[src/rtl/ns_arb_2to1.sv]
// Two-input round-robin / fixed-priority merge arbiter for the ns channel fabric.
// Optional redundancy check on buffered messages: define NS_ARB_REDUN_CHECK_EN.
`ifndef NS_ADDRESS_SIZE
`define NS_ADDRESS_SIZE 8
`endif
`ifndef NS_DATA_SIZE
`define NS_DATA_SIZE 32
`endif
`ifndef NS_REDUN_SIZE
`define NS_REDUN_SIZE 8
`endif

module ns_arb_2to1 #(
  parameter int ASZ        = `NS_ADDRESS_SIZE,
  parameter int DSZ        = `NS_DATA_SIZE,
  parameter int RSZ        = `NS_REDUN_SIZE,
  parameter int FIXED_PRIO = 0,
  parameter int CSZ        = 8
) (
  input  logic           clk,
  input  logic           reset,
  input  logic [ASZ-1:0] i0_src,
  input  logic [ASZ-1:0] i0_dst,
  input  logic [DSZ-1:0] i0_dat,
  input  logic [RSZ-1:0] i0_red,
  input  logic           i0_req,
  output logic           i0_ack,
  input  logic [ASZ-1:0] i1_src,
  input  logic [ASZ-1:0] i1_dst,
  input  logic [DSZ-1:0] i1_dat,
  input  logic [RSZ-1:0] i1_red,
  input  logic           i1_req,
  output logic           i1_ack,
  output logic [ASZ-1:0] o0_src,
  output logic [ASZ-1:0] o0_dst,
  output logic [DSZ-1:0] o0_dat,
  output logic [RSZ-1:0] o0_red,
  output logic           o0_req,
  input  logic           o0_ack,
  output logic           grant,
  output logic [CSZ-1:0] cnt0,
  output logic [CSZ-1:0] cnt1,
  output logic           err
);

  typedef enum logic [1:0] {IDLE, IN_ACK, OUT_REQ, OUT_REL} state_t;

  state_t         state_q, state_d;
  logic           req0_q, req0_d, req1_q, req1_d;
  logic           ack0_q, ack0_d, ack1_q, ack1_d;
  logic           oreq_q, oreq_d;
  logic           grant_q, grant_d;
  logic           err_q, err_d;
  logic [ASZ-1:0] src_q, src_d, dst_q, dst_d;
  logic [DSZ-1:0] dat_q, dat_d;
  logic [RSZ-1:0] red_q, red_d;
  logic [CSZ-1:0] cnt0_q, cnt0_d, cnt1_q, cnt1_d;
  logic           elig0, elig1, pick, cur_req;

`ifdef NS_ARB_REDUN_CHECK_EN
  // Every message bit folds into redundancy bit (index mod RSZ) by XOR.
  function automatic logic [RSZ-1:0] calc_redun(input logic [ASZ-1:0] s,
                                                input logic [ASZ-1:0] d,
                                                input logic [DSZ-1:0] t);
    logic [2*ASZ+DSZ-1:0] v;
    v = {s, d, t};
    calc_redun = '0;
    for (int i = 0; i < 2*ASZ+DSZ; i++) calc_redun[i % RSZ] ^= v[i];
  endfunction
`endif

  always_comb begin
    state_d = state_q;
    req0_d  = i0_req;
    req1_d  = i1_req;
    ack0_d  = ack0_q;
    ack1_d  = ack1_q;
    oreq_d  = oreq_q;
    grant_d = grant_q;
    err_d   = err_q;
    src_d   = src_q;
    dst_d   = dst_q;
    dat_d   = dat_q;
    red_d   = red_q;
    cnt0_d  = cnt0_q;
    cnt1_d  = cnt1_q;
    elig0   = req0_q & ~ack0_q;
    elig1   = req1_q & ~ack1_q;
    pick    = grant_q;
    cur_req = grant_q ? i1_req : i0_req;

    case (state_q)
      IDLE: begin
        if (o0_ack) begin
          err_d = 1'b1;
        end else if (elig0 || elig1) begin
          if (elig0 && elig1) pick = (FIXED_PRIO != 0) ? 1'b0 : ~grant_q;
          else                pick = elig1;
          grant_d = pick;
          state_d = IN_ACK;
          if (pick) begin
            src_d  = i1_src;
            dst_d  = i1_dst;
            dat_d  = i1_dat;
            red_d  = i1_red;
            ack1_d = 1'b1;
          end else begin
            src_d  = i0_src;
            dst_d  = i0_dst;
            dat_d  = i0_dat;
            red_d  = i0_red;
            ack0_d = 1'b1;
          end
        end
      end
      IN_ACK: begin
        if (o0_ack) err_d = 1'b1;
        if (!cur_req) begin
          if (grant_q) ack1_d = 1'b0;
          else         ack0_d = 1'b0;
`ifdef NS_ARB_REDUN_CHECK_EN
          // A corrupted message is dropped here; grant has already advanced.
          if (calc_redun(src_q, dst_q, dat_q) != red_q) begin
            err_d   = 1'b1;
            state_d = IDLE;
          end else begin
            oreq_d  = 1'b1;
            state_d = OUT_REQ;
          end
`else
          oreq_d  = 1'b1;
          state_d = OUT_REQ;
`endif
        end
      end
      OUT_REQ: begin
        if (o0_ack) begin
          oreq_d  = 1'b0;
          state_d = OUT_REL;
          if (grant_q) cnt1_d = cnt1_q + 1'b1;
          else         cnt0_d = cnt0_q + 1'b1;
        end
      end
      OUT_REL: begin
        if (!o0_ack) state_d = IDLE;
      end
      default: state_d = IDLE;
    endcase
  end

  always_ff @(posedge clk) begin
    if (reset) begin
      state_q <= IDLE;
      req0_q  <= 1'b0;
      req1_q  <= 1'b0;
      ack0_q  <= 1'b0;
      ack1_q  <= 1'b0;
      oreq_q  <= 1'b0;
      grant_q <= 1'b1;
      err_q   <= 1'b0;
      src_q   <= '0;
      dst_q   <= '0;
      dat_q   <= '0;
      red_q   <= '0;
      cnt0_q  <= '0;
      cnt1_q  <= '0;
    end else begin
      state_q <= state_d;
      req0_q  <= req0_d;
      req1_q  <= req1_d;
      ack0_q  <= ack0_d;
      ack1_q  <= ack1_d;
      oreq_q  <= oreq_d;
      grant_q <= grant_d;
      err_q   <= err_d;
      src_q   <= src_d;
      dst_q   <= dst_d;
      dat_q   <= dat_d;
      red_q   <= red_d;
      cnt0_q  <= cnt0_d;
      cnt1_q  <= cnt1_d;
    end
  end

  assign i0_ack = ack0_q;
  assign i1_ack = ack1_q;
  assign o0_req = oreq_q;
  assign o0_src = src_q;
  assign o0_dst = dst_q;
  assign o0_dat = dat_q;
  assign o0_red = red_q;
  assign grant  = grant_q;
  assign cnt0   = cnt0_q;
  assign cnt1   = cnt1_q;
  assign err    = err_q;

endmodule

[config.mk]
export PLATFORM = sky130hd
export DESIGN_NAME = ns_arb_2to1
export DESIGN_NICKNAME = d
export VERILOG_FILES = /design/src/rtl/ns_arb_2to1.sv
export SDC_FILE = /design/constraint.sdc
export NUM_CORES = 1
export LEC_CHECK = 0
export BUFFER_PORTS_ARGS = -buffer_cell sky130_fd_sc_hd__clkbuf_2
export CAP_MARGIN = 20
export CORE_ASPECT_RATIO = 1.2
export CORE_MARGIN = 10
export CORE_UTILIZATION = 35
export DETAILED_ROUTE_END_ITERATION = 8
export GPL_TIMING_DRIVEN = 0
export MAX_ROUTING_LAYER = met4
export SYNTH_ARGS = -nofsm -noshare
export SYNTH_HDL_FRONTEND = slang
export SYNTH_SLANG_ARGS = --single-unit
[constraint.sdc]
create_clock -name clk -period 3.4 [get_ports clk]
set_clock_uncertainty 0.1 [all_clocks]
set_input_delay 0.68 -clock clk [delete_from_list [all_inputs] [get_ports clk]]
set_output_delay 0.68 -clock clk [all_outputs]
set_load 0.02 [all_outputs]
==> metrics <==
outcome=finished clean; cell count after synthesis=449; Core Rows=41; RSZ-0062 raised after global routing=no; clock-pin slew on the worst setup and hold paths=60 ps; H-tree levels=3; Clock power frac=34.7%; RR Endpoint=o0_src[0]; Peak VDD IR=0.0002104 V; Top FF cell, synth=dfxtp_1; diodes inserted=0; switching share of power=31.23%; CP max FO=10; initial antenna violation count=0; Logic pwr share=25.7%; number of hold buffers added after CTS=0; min Tclk post-route=2157 ps; Pint=1.913 mW; final setup vio count=0; IO Count=194; flops & latches, synth=81; Final ANT Viol Nets=0; clock tree buffer depth=2; Slew Viols, Final=0; reg2reg path depth=8; measured slew at the worst slew-check pin=712.2 ps; GP Congestion=0.8447; final period utilization=63.46%; setup bufs post-CTS=0; PortBufs=191; clock buffers created by TritonCTS=9; GRT Overall Usage=17.00%; area occupied by multi-input gates=1921 um2; Final #Nets=774; core outline area=10520 um2; hold-critical path depth=2; Starting Density=35.80%; DR vias=3990; vias per cell=5.089; async set or reset register ratio after synthesis=0%; library cells used by synthesis=44; DRT iter0 DRCs=174; Wirelength per Cell=16.70 um; Hold Worst Slack=368.4 ps; synth warn=0; height of the die=133.6 um; Net Switching=868.5 uW; Synth Area per Inst=8.385 um2; first-pass GRT wire length=20.70 mm; slew margin rel.=52.52%; Post-synth EDFFs=0; CP required=3540 ps; RR Startpoint=state_q[1]; clk root buf=clkbuf_16; CTS Sinks=81; worst hold endpoint=err; Clock Latency Late Sink=330 ps; layout cell share with drive strength beyond 1=38.78%; top achievable clock speed=0.4635 GHz; PwrDens=536.5 nW/um2; Startpoint Class=flop; synth-to-layout area growth=37.69%; MaxCap Viol Count=0; die width=114.7 um; TritonRoute pass-1 iters=4; register area share after synthesis=43.07%; Final Hold Fails=0; crit end category=flop; Lkg Pwr=2.393 nW; largest net degree at the start of global routing=13; total grt overflow=0; Util after Layout=49.29%; Critical Path AT=2290 ps; number of fill cells=1078; Hold Crit Class=reg2reg; FF/Latch Area=1622 um2; kind of critical path=reg2reg; sequential share of power=39.7%; post-DP HPWL=10.39 mm; Mapped Area=3765 um2; Post-Syn Nets=572; die area=15320 um2; post_cts resized=0; DRC violations left=0; number of global-route vias before repair=4275; min-delay src=err; CTS tree=done; routed wire length=13.09 mm; R2R Setup Slk=1240 ps; Fin Setup TNS=0 ps
## state kept, by name, indices dropped and copies added (netlist names)
name	count
cnt0	8
cnt1	8
err	1
grant	1
i0_ack	1
i1_ack	1
o0_dat	32
o0_dst	8
o0_red	8
o0_req	1
o0_src	8
req0_q	1
req1_q	1
state_q	2
## layout by cell type (no fill, tap or decap), drive strengths merged, types with 2 or more instances in the layout
cell type	synthesis	layout
clkbuf	12	217
nand2	121	121
dfxtp	81	81
nor2	72	72
a311oi	56	56
buf	25	25
xor2	8	8
a21oi	7	7
nand4	7	7
inv	6	6
ha	6	6
xnor2	5	5
o21ai	4	4
and3	4	4
nor2b	4	4
nand2b	3	3
nor3	3	3
nand3	2	2
o31ai	2	2
## synth_stat cells (2+ instances only)
cell type	instances	share of area, %
a21oi_1	7	0.93
a311oi_1	36	8.4
a311oi_2	20	8.0
and3_1	4	0.66
buf_2	16	2.1
buf_4	5	1.0
buf_6	3	0.90
clkbuf_1	12	1.2
dfxtp_1	81	43
ha_1	6	2.0
inv_1	6	0.60
nand2_1	121	12
nand2b_1	3	0.50
nand3_1	2	0.27
nand4_1	7	1.2
nor2_1	72	7.2
nor2b_1	4	0.66
nor3_1	3	0.40
o21ai_0	4	0.53
o31ai_1	2	0.40
xnor2_1	5	1.2
xor2_1	8	1.9
## worst max-delay path, stage by stage, from the launching register on
cell,delay (ps)
dfxtp_1,320
inv_1,100
ha_1,310
nor2b_1,210
a21boi_2,360
buf_6,200
buf_6,150
nor2_1,70
a311oi_2,250
## cell type report
| cell class | instances | area share (%) |
|---|---|---|
| clock inverter | 1 | 0.1448 |
| timing repair buffer | 191 | 18.44 |
| multi-input combinational | 325 | 37.05 |
| sequential | 81 | 31.28 |
| tap | 129 | 3.114 |
| buffer | 37 | 3.862 |
| inverter | 6 | 0.4345 |
| clock buffer | 14 | 5.672 |
## per-layer routing
layer	GRT usage [%]	up-vias	share of wire (%)
met1	19.02	1861	42
li1	-	1968	-
met4	6.276	0	1.7
met2	27.91	144	49
met3	4.942	17	7.7
met5	-	-	0
## cells by family after synthesis
| logic type | after synthesis | share of synthesized area, % |
|---|---|---|
| fa+ha+maj | 6 | 1.994 |
| xor+xnor | 13 | 3.024 |
| mux | 2 | 0.5650 |
| simple gates | 223 | 24.43 |
| buf+inv | 43 | 5.915 |
| flops | 81 | 43.07 |
| compound gates | 81 | 21.00 |
## per-stage QoR
step	total power [mW]	instance area [um2]	instances	worst slack, ps
after global placement	1.828	4882	769	1041
after global routing	2.920	5184	784	1091
after detailed placement	1.844	4882	769	1032
after floorplan	1.580	3765	449	1477
after CTS	2.814	5184	784	1219
final	2.781	5184	784	1243
## worst max-delay path by stage
stage | startpoint | end | depth (start not counted)
after detailed placement | reset | cnt1[0] | 4
after floorplan | o0_ack | o0_dst[4] | 6
after global routing | state_q[1] | o0_dst[4] | 7
after CTS | state_q[1] | o0_src[0] | 7
after global placement | reset | cnt1[4] | 4
final | state_q[1] | o0_src[0] | 8
## power by group through the flow
stage / logic, mW / registers [mW] / clock network (mW)
after floorplan: 0.354 / 1.23 / 0
after global placement: 0.709 / 1.12 / 0
after detailed placement: 0.721 / 1.12 / 0
after CTS: 0.723 / 1.10 / 0.988
after global routing: 0.788 / 1.11 / 1.02
final: 0.713 / 1.10 / 0.964
Power figures use the tool's default switching activity.
